## src/rtl/operand_fetch_ctrl.sv

```systemverilog
// Operand fetch sequencer: pops data/weight FIFOs into a 2-entry skid buffer.
// Optional conv bias prefetch is enabled by defining BIAS_FETCH_EN.
module operand_fetch_ctrl #(
  parameter int DATA_W = 16,
  parameter int CNT_W  = 32
) (
  input  logic              clk,
  input  logic              rst,
  input  logic              start,
  input  logic [2:0]        op_type,
  input  logic [CNT_W-1:0]  op_num,
  input  logic              data_fifo_empty,
  input  logic [DATA_W-1:0] data_fifo_dout,
  output logic              data_fifo_rd_en,
  input  logic              weight_fifo_empty,
  input  logic [DATA_W-1:0] weight_fifo_dout,
  output logic              weight_fifo_rd_en,
  output logic              opnd_valid,
  input  logic              opnd_ready,
  output logic [DATA_W-1:0] opnd_data,
  output logic [DATA_W-1:0] opnd_weight,
  output logic              opnd_last,
  output logic              busy,
  output logic              done,
`ifdef BIAS_FETCH_EN
  input  logic              bias_fifo_empty,
  input  logic [DATA_W-1:0] bias_fifo_dout,
  output logic              bias_fifo_rd_en,
  output logic [DATA_W-1:0] bias_out,
  output logic              bias_valid,
`endif
  output logic              err
);

  typedef enum logic [2:0] {
    S_IDLE,
    S_FETCH,
    S_DRAIN,
    S_DONE
`ifdef BIAS_FETCH_EN
    , S_BIAS
`endif
  } state_e;

  typedef struct packed {
    logic              last;
    logic [DATA_W-1:0] w;
    logic [DATA_W-1:0] d;
  } ent_t;

  localparam logic [CNT_W-1:0] ONE = 1;

  state_e           state_q, state_d;
  logic             conv_q;
  logic [CNT_W-1:0] num_q;
  logic [CNT_W-1:0] issued_q;
  logic [CNT_W-1:0] accepted_q;
  logic             infl_q;
  logic             infl_last_q;
  ent_t             buf_q [2];
  ent_t             buf_d [2];
  logic [1:0]       cnt_q, cnt_d;
  logic             err_q;

  logic             legal, conv_in, accept;
  logic             pop, pop_last, hs;
  logic [1:0]       occ;
  logic [CNT_W:0]   acc_nx;
  ent_t             in_ent, head;

  assign legal   = (op_type >= 3'd1) && (op_type <= 3'd4);
  assign conv_in = (op_type == 3'd1) || (op_type == 3'd2);
  assign accept  = (state_q == S_IDLE) && start && legal;

  assign occ      = cnt_q + {1'b0, infl_q};
  assign pop_last = (issued_q == num_q - ONE);
  assign pop      = (state_q == S_FETCH) && !rst
                  && (issued_q != num_q)
                  && !data_fifo_empty
                  && (!conv_q || !weight_fifo_empty)
                  && (occ < 2'd2);

  assign data_fifo_rd_en   = pop;
  assign weight_fifo_rd_en = pop && conv_q;

  // The in-flight word bypasses the buffer so a pair is visible on dout's cycle.
  assign in_ent = '{last: infl_last_q,
                    w: conv_q ? weight_fifo_dout : '0,
                    d: data_fifo_dout};
  assign head   = (cnt_q != 2'd0) ? buf_q[0]
                : (infl_q ? in_ent : '0);

  assign opnd_valid  = (cnt_q != 2'd0) || infl_q;
  assign opnd_data   = head.d;
  assign opnd_weight = head.w;
  assign opnd_last   = head.last;
  assign hs          = opnd_valid && opnd_ready;

  assign acc_nx = {1'b0, accepted_q} + {{CNT_W{1'b0}}, hs};

  assign busy = (state_q != S_IDLE) && (state_q != S_DONE);
  assign done = (state_q == S_DONE);
  assign err  = err_q;

  always_comb begin
    buf_d = buf_q;
    cnt_d = cnt_q;
    if (hs && cnt_q != 2'd0) begin
      buf_d[0] = buf_q[1];
      cnt_d    = cnt_q - 2'd1;
    end
    if (infl_q && !(hs && cnt_q == 2'd0)) begin
      buf_d[cnt_d[0]] = in_ent;
      cnt_d           = cnt_d + 2'd1;
    end
  end

`ifdef BIAS_FETCH_EN
  logic              bias_infl_q;
  logic              bias_valid_q;
  logic [DATA_W-1:0] bias_q;
  logic              bias_pop;

  assign bias_pop = (state_q == S_BIAS) && !rst
                  && !bias_infl_q && !bias_fifo_empty;
  assign bias_fifo_rd_en = bias_pop;
  assign bias_out        = bias_q;
  assign bias_valid      = bias_valid_q;

  always_ff @(posedge clk) begin
    if (rst) begin
      bias_infl_q  <= 1'b0;
      bias_valid_q <= 1'b0;
      bias_q       <= '0;
    end else begin
      bias_infl_q <= bias_pop;
      if (bias_infl_q) begin
        bias_q       <= bias_fifo_dout;
        bias_valid_q <= 1'b1;
      end else if (state_q == S_DONE) begin
        bias_valid_q <= 1'b0;
      end
    end
  end
`endif

  always_comb begin
    state_d = state_q;
    unique case (state_q)
      S_IDLE: if (accept) begin
        // Zero-length ops complete straight out of DRAIN.
        if (op_num == '0) state_d = S_DRAIN;
`ifdef BIAS_FETCH_EN
        else if (conv_in) state_d = S_BIAS;
`endif
        else state_d = S_FETCH;
      end
`ifdef BIAS_FETCH_EN
      S_BIAS: if (bias_infl_q) state_d = S_FETCH;
`endif
      S_FETCH: if (pop && pop_last) state_d = S_DRAIN;
      S_DRAIN: if (acc_nx == {1'b0, num_q}) state_d = S_DONE;
      S_DONE:  state_d = S_IDLE;
      default: state_d = S_IDLE;
    endcase
  end

  always_ff @(posedge clk) begin
    if (rst) begin
      state_q     <= S_IDLE;
      conv_q      <= 1'b0;
      num_q       <= '0;
      issued_q    <= '0;
      accepted_q  <= '0;
      infl_q      <= 1'b0;
      infl_last_q <= 1'b0;
      cnt_q       <= '0;
      buf_q[0]    <= '0;
      buf_q[1]    <= '0;
      err_q       <= 1'b0;
    end else begin
      state_q     <= state_d;
      err_q       <= (state_q == S_IDLE) && start && !legal;
      infl_q      <= pop;
      infl_last_q <= pop && pop_last;
      buf_q       <= buf_d;
      cnt_q       <= cnt_d;
      if (accept) begin
        conv_q     <= conv_in;
        num_q      <= op_num;
        issued_q   <= '0;
        accepted_q <= '0;
      end else begin
        if (pop) issued_q <= issued_q + ONE;
        if (hs)  accepted_q <= accepted_q + ONE;
      end
    end
  end

endmodule

```

## config.mk

```make
export PLATFORM = sky130hd
export DESIGN_NAME = operand_fetch_ctrl
export DESIGN_NICKNAME = d
export VERILOG_FILES = /design/src/rtl/operand_fetch_ctrl.sv
export SDC_FILE = /design/constraint.sdc
export NUM_CORES = 1
export LEC_CHECK = 0
export BUFFER_PORTS_ARGS = -buffer_cell sky130_fd_sc_hd__buf_2
export CAP_MARGIN = 20
export CORE_ASPECT_RATIO = 2
export CORE_MARGIN = 3
export CORE_UTILIZATION = 64
export DETAILED_ROUTE_END_ITERATION = 7
export GPL_TIMING_DRIVEN = 0
export PLACE_DENSITY = 0.95
export SLEW_MARGIN = 0
export SYNTH_ARGS = -nofsm -noshare
export SYNTH_HDL_FRONTEND = slang
export SYNTH_SLANG_ARGS = --single-unit
```

## constraint.sdc

```tcl
create_clock -name clk -period 13.4 [get_ports clk]
set_input_delay 2.68 -clock clk [delete_from_list [all_inputs] [get_ports clk]]
set_output_delay 2.68 -clock clk [all_outputs]
set_load 0.02 [all_outputs]
```

==> results of run 1 <==
[worst max path at each step]
| stage | start | end | slack [ns] | cells after the start |
|---|---|---|---|---|
| after floorplan | rst | data_fifo_rd_en | 6.80 | 6 |
| final | rst | data_fifo_rd_en | 5.75 | 7 |
| after global routing | rst | data_fifo_rd_en | 5.73 | 7 |
| after detailed placement | rst | data_fifo_rd_en | 5.91 | 7 |
| after CTS | rst | data_fifo_rd_en | 5.88 | 7 |
| after global placement | rst | data_fifo_rd_en | 6.02 | 7 |
[final cells by class]
cell class              instances  area (µm²)
multi-input cells             976        6045
fillers                      1163        3890
well taps                     198       247.7
clock buffers                  17       425.4
inverters                      58       217.7
plain buffers                 107       412.9
flip-flops and latches        170        3403
repair buffers                112       560.5
clock inverters                15       172.7
[layer usage]
| metal | share of wire | routed length (µm) | vias up | track usage |
|---|---|---|---|---|
| met5 | 0 | 0 | - | 0 |
| met4 | 0.084 | 2674 | 0 | 0.3002 |
| met3 | 0.054 | 1713 | 196 | 0.06022 |
| met2 | 0.53 | 16850 | 538 | 0.6717 |
| met1 | 0.33 | 10660 | 4880 | 0.3397 |
| li1 | - | - | 4832 | - |
[cell usage after synthesis, drive strengths merged, types with 38 or more instances]
cell type	n	share of area
dfxtp	170	0.34
nand2	133	0.050
nor2	126	0.047
a21oi	91	0.045
clkbuf	87	0.032
xnor2	77	0.067
nand3	69	0.034
mux2i	61	0.061
xor2	59	0.051
inv	58	0.022
o21ai	41	0.020
nand4	39	0.024
a211oi	38	0.028
[where the power goes]
| group | internal (mW) | switching [mW] | leakage, nW | total [mW] |
|---|---|---|---|---|
| clock network | 0.267 | 0.239 | 0.295 | 0.507 |
| logic | 0.161 | 0.299 | 2.70 | 0.460 |
| registers | 0.528 | 0.0234 | 1.37 | 0.552 |
| total | 0.957 | 0.562 | 4.37 | 1.52 |
[per-stage QoR]
step	std cells	power [mW]	instance area (µm²)	utilization	hold WS [ns]
after global routing	1653	1.576	11480	0.7470	0.4888
after detailed placement	1620	1.008	10880	0.7078	0.4607
final	1653	1.519	11480	0.7470	0.4724
after global placement	1619	0.9988	10880	0.7074	0.4566
after floorplan	1311	0.8720	10080	-	0.4494
after CTS	1652	1.506	11480	0.7467	0.4727
[worst register-to-register path: cells and delay by family (launching register included)]
family / cells / cell delay [ns]
simple gates: 7 / 2.31
compound gates: 3 / 0.61
mux: 1 / 0.21
fa+ha+maj: 3 / 0.65
flops: 1 / 0.31
buf+inv: 5 / 1.23
[kinds of logic after synthesis]
family | synth area share
AO/OA/AOI/OAI | 0.1413
XOR/XNOR | 0.1182
adder cells (fa/ha/maj) | 0.01589
buffers and inverters | 0.06257
flip-flops | 0.3377
multiplexers | 0.06170
AND/OR/NAND/NOR | 0.2627
==> flow_summary.yaml, run 1 <==
outcome:
  status: "finished, final reports clean"
timing:
  final-hold-violation-count: 0
  tightest_slew_ns: 1.077
  slew_headroom: 0.2776
  slew_viol_final: 0
  skew_ns: 0.01219
  rsz0062_at_grt: "false"
  fmax_mhz: 130.6
  tns_ns: 0
  finalSetupViolCount: 0
  timing.final.ws_setup_ns: 5.746
  fin_crit_sh: 0.5712
  fin_crit_ns: 7.655
cts:
  h-tree-depth: 4
  cts_hold_buf: 0
  clkSlewWorstSetupHoldPaths_ns: 0.07
  clkSinkCount: 170
  clockBufferDepth: 2
  post_cts_buffers: 0
  clk_latency_ns: 0.44
  cts_tree: "done"
  cts_resized: 0
  root_buffer: "clkbuf_16"
  cts_buffers: 17
synth:
  synth_top_flop_cell: "dfxtp_1"
  synth_edf_count: 0
  yosys_warnings: 0
  synth_cell_type_count: 64
  postSynth.asyncResetShare: 0
  synth-seq-area-share: 0.3377
  ys_ff_latch: 170
  synth.avg_cell_area_um2: 7.688
  synth_area_mm2: 0.01008
  syn_nets: 1396
  syn_inst: 1311
critical_path:
  crit_buf_inv: 3
  rr_startpoint: "cnt_q[0]"
  cpMostUsedCell: "clkbuf_1"
  slowest_stage: "a211oi_1"
  critical_path.max_fanout: 9
  reg2reg_slack_ns: 8.03
  r2r-end: "state_q[1]"
  worstSetupEndpointType: "output pin"
  path_cells: "clkbuf_1 -> nor2_1 -> nand2_1 -> a211oi_1 -> and2_1 -> clkbuf_1 -> buf_2"
  critical-path-top-delay-family: "buffers and inverters"
  crit_required_ns: 10.72
  rr_worst_depth: 19
  crit_type: "in -> out"
  cp.arrival_ns: 4.97
  cp-start-kind: "input port"
  slowest_delay_ns: 0.84
floorplanning:
  die_w_um: 94.74
  initial_core_util: 0.6555
  core_area_mm2: 0.01537
  top_level_ports: 112
  die_y_um: 183.5
  placementRows: 64
  die_area_mm2: 0.01738
placement:
  dp_hpwl_mm: 23.94
  port_buffers: 110
  place.gp.congestion: 1.086
  pre_cts_slack_ns: 5.905
cells_and_area:
  syn_to_final_growth_pct: 13.95
  final_cell_mix: "dfxtp_1, nand2_1, nor2_1"
  drive_gt1_frac: 0.1093
  nets: 1527
  final_common_cell: "dfxtp_1"
  antenna_cells: 0
routing:
  first_iter_violations: 705
  wl_mm: 31.89
  ant_nets: 0
  num_vias: 10450
  drc_errors: 0
  viasPerCell: 6.319
  firstDrtPassIters: 6
  wl_per_cell_um: 19.29
power:
  p_per_area_mw_per_mm2: 132.2
  vdd_drop_max_uv: 106.9
  leakage_nw: 4.366
worst_hold_path:
  hold_depth: 2
  hold_class: "reg -> reg"
global_routing:
  antenna_found_initial: 0
  grt.total_usage: 0.3657
  gr-total-overflow: 0
  grt_pass1_wl_mm: 49.94
  first_global_vias: 10470
  grt_max_degree: 19
run:
  max_cap_viol_count: 0
Note: power is estimated with default switching activity, not from simulation.
==> inputs of run 2 (changes only) <==
--- a/config.mk
+++ b/config.mk
@@ -9,10 +9,10 @@
 export CAP_MARGIN = 20
 export CORE_ASPECT_RATIO = 2
 export CORE_MARGIN = 3
-export CORE_UTILIZATION = 64
+export CORE_UTILIZATION = 54
 export DETAILED_ROUTE_END_ITERATION = 7
 export GPL_TIMING_DRIVEN = 0
-export PLACE_DENSITY = 0.95
+export PLACE_DENSITY = 0.89
 export SLEW_MARGIN = 0
 export SYNTH_ARGS = -nofsm -noshare
 export SYNTH_HDL_FRONTEND = slang
==> constraint.sdc (replaced) <==
create_clock -name clk -period 6.72 [get_ports clk]
set_input_delay 1.344 -clock clk [delete_from_list [all_inputs] [get_ports clk]]
set_output_delay 1.344 -clock clk [all_outputs]
set_load 0.02 [all_outputs]
==> run 2 against run 1 <==
  * Clock skew is 0.00060 ns higher
  * Combinational power is 100% higher
  * Count of clock-buffer cells in the layout stayed put
  * Hold slack better by 0.0023 ns
  * Critical path depth is 12 higher
  * Non-clock buffer count is 1 lower
  * Total power is 98% higher
  * Core utilization is 12 points lower
  * Die area is 18% higher
==> flow_summary.yaml, run 2 (synthesized netlist as in run 1, its figures left out) <==
cts:
  cts_tree: "done"
  cts_hold_buf: 0
  clk_latency_ns: 0.44
  clkSlewWorstSetupHoldPaths_ns: 0.07
  clkSinkCount: 170
  root_buffer: "clkbuf_16"
  cts_resized: 0
  h-tree-depth: 4
  post_cts_buffers: 0
  cts_buffers: 17
  clockBufferDepth: 2
routing:
  first_iter_violations: 499
  firstDrtPassIters: 5
  drc_errors: 0
  wl_per_cell_um: 18.46
  ant_nets: 0
  wl_mm: 30.83
  viasPerCell: 6.066
  num_vias: 10130
timing:
  fin_crit_sh: 0.8519
  tns_ns: 0
  final-hold-violation-count: 0
  fmax_mhz: 174.7
  skew_ns: 0.01279
  slew_viol_final: 0
  tightest_slew_ns: 1.173
  finalSetupViolCount: 0
  rsz0062_at_grt: "false"
  slew_headroom: 0.2135
  fin_crit_ns: 5.725
cells_and_area:
  final_cell_mix: "dfxtp_1, nand2_1, nor2_1"
  fillers: 1604
  drive_gt1_frac: 0.1087
  final_common_cell: "dfxtp_1"
  fin_util: 0.6291
  antenna_cells: 0
  final_area_mm2: 0.01151
  syn_to_final_growth_pct: 14.25
  nets: 1526
  final_cells: 1670
placement:
  port_buffers: 110
  dp_hpwl_mm: 23.73
  placed_area_mm2: 0.01091
  dp_cells: 1638
  place.gp.congestion: 0.9520
outcome:
  status: "finished, final reports clean"
worst_hold_path:
  hold_class: "reg -> reg"
global_routing:
  first_global_vias: 10010
  grt.total_usage: 0.3029
  gr-total-overflow: 0
  grt_max_degree: 20
  antenna_found_initial: 0
  grt_pass1_wl_mm: 48.21
floorplanning:
  die_y_um: 199.2
  die_w_um: 102.6
  placementRows: 70
  die_area_mm2: 0.02044
  top_level_ports: 112
  core_area_mm2: 0.01831
  initial_core_util: 0.5506
power:
  vdd_drop_max_uv: 194.6
  p_per_area_mw_per_mm2: 261.3
  leakage_nw: 4.355
  fin_total_pwr_mw: 3.008
critical_path:
  slowest_stage: "nor4_1"
  critical_path.max_fanout: 10
  path_cells: "clkbuf_1 -> inv_1 -> ha_1 -> clkbuf_1 -> nor2b_1 -> nor2_1 -> ha_1 -> ha_1 -> clkbuf_1 -> nand3_1 -> nor4_1 -> clkdlybuf4s15_2 -> nand4_1 -> mux2i_1 -> a211o_1 -> nor4_1 -> a31oi_1 -> or4_1 -> a21oi_1"
  crit_type: "reg -> reg"
  reg2reg_slack_ns: 1.0
  crit_required_ns: 7.08
  worstSetupEndpointType: "register"
  cp-start-kind: "register"
  slowest_delay_ns: 0.64
  cp.arrival_ns: 6.09
run:
  max_cap_viol_count: 0
run 2: worst paths after layout:
check | cells after the start | end | startpoint
worst min register to register | 2 | register | register
worst min-delay path | 2 | register | register
worst max-delay path | 19 | state_q[1] | cnt_q[0]
worst max register to register | 19 | state_q[1] | cnt_q[0]
run 2: metal layers:
layer / track usage / share of wire
met1: 0.2857 / 0.34
met2: 0.5427 / 0.52
met4: 0.2594 / 0.087
met3: 0.05346 / 0.053
met5: 0 / 0
run 2: final cells by class:
cell class / count / area, µm² / share of cell area
timing repair buffer: 111 / 561.8 / 0.04879
clock inverter: 15 / 178.9 / 0.01554
inverter: 58 / 217.7 / 0.01891
clock buffer: 17 / 425.4 / 0.03694
multi-input combinational: 976 / 6045 / 0.5249
buffer: 107 / 412.9 / 0.03586
sequential: 170 / 3403 / 0.2956
tap: 216 / 270.3 / 0.02347
run 2: power by group:
group / internal [mW] / switching (mW) / leakage [nW] / total, mW
Sequential: 1.05 / 0.0439 / 1.37 / 1.10
Clock: 0.502 / 0.486 / 0.291 / 0.988
Combinational: 0.321 / 0.601 / 2.69 / 0.922
run 2: stage by stage:
stage               setup slack [ns]  hold slack [ns]
floorplan                      2.095           0.4494
global placement              0.6937           0.4568
detailed placement            0.8826           0.4609
CTS                            1.057           0.4732
global route                  0.6128           0.4901
finish                        0.9951           0.4747
run 2: worst max-delay path: cells and delay by family, from the launching register on:
family	cells	cell delay [ns]
and+or+nand+nor	7	2.50
buffers and inverters	5	1.31
adders and majority gates	3	0.68
AOI/OAI and AO/OA	3	0.64
DFF	1	0.31
muxes	1	0.22
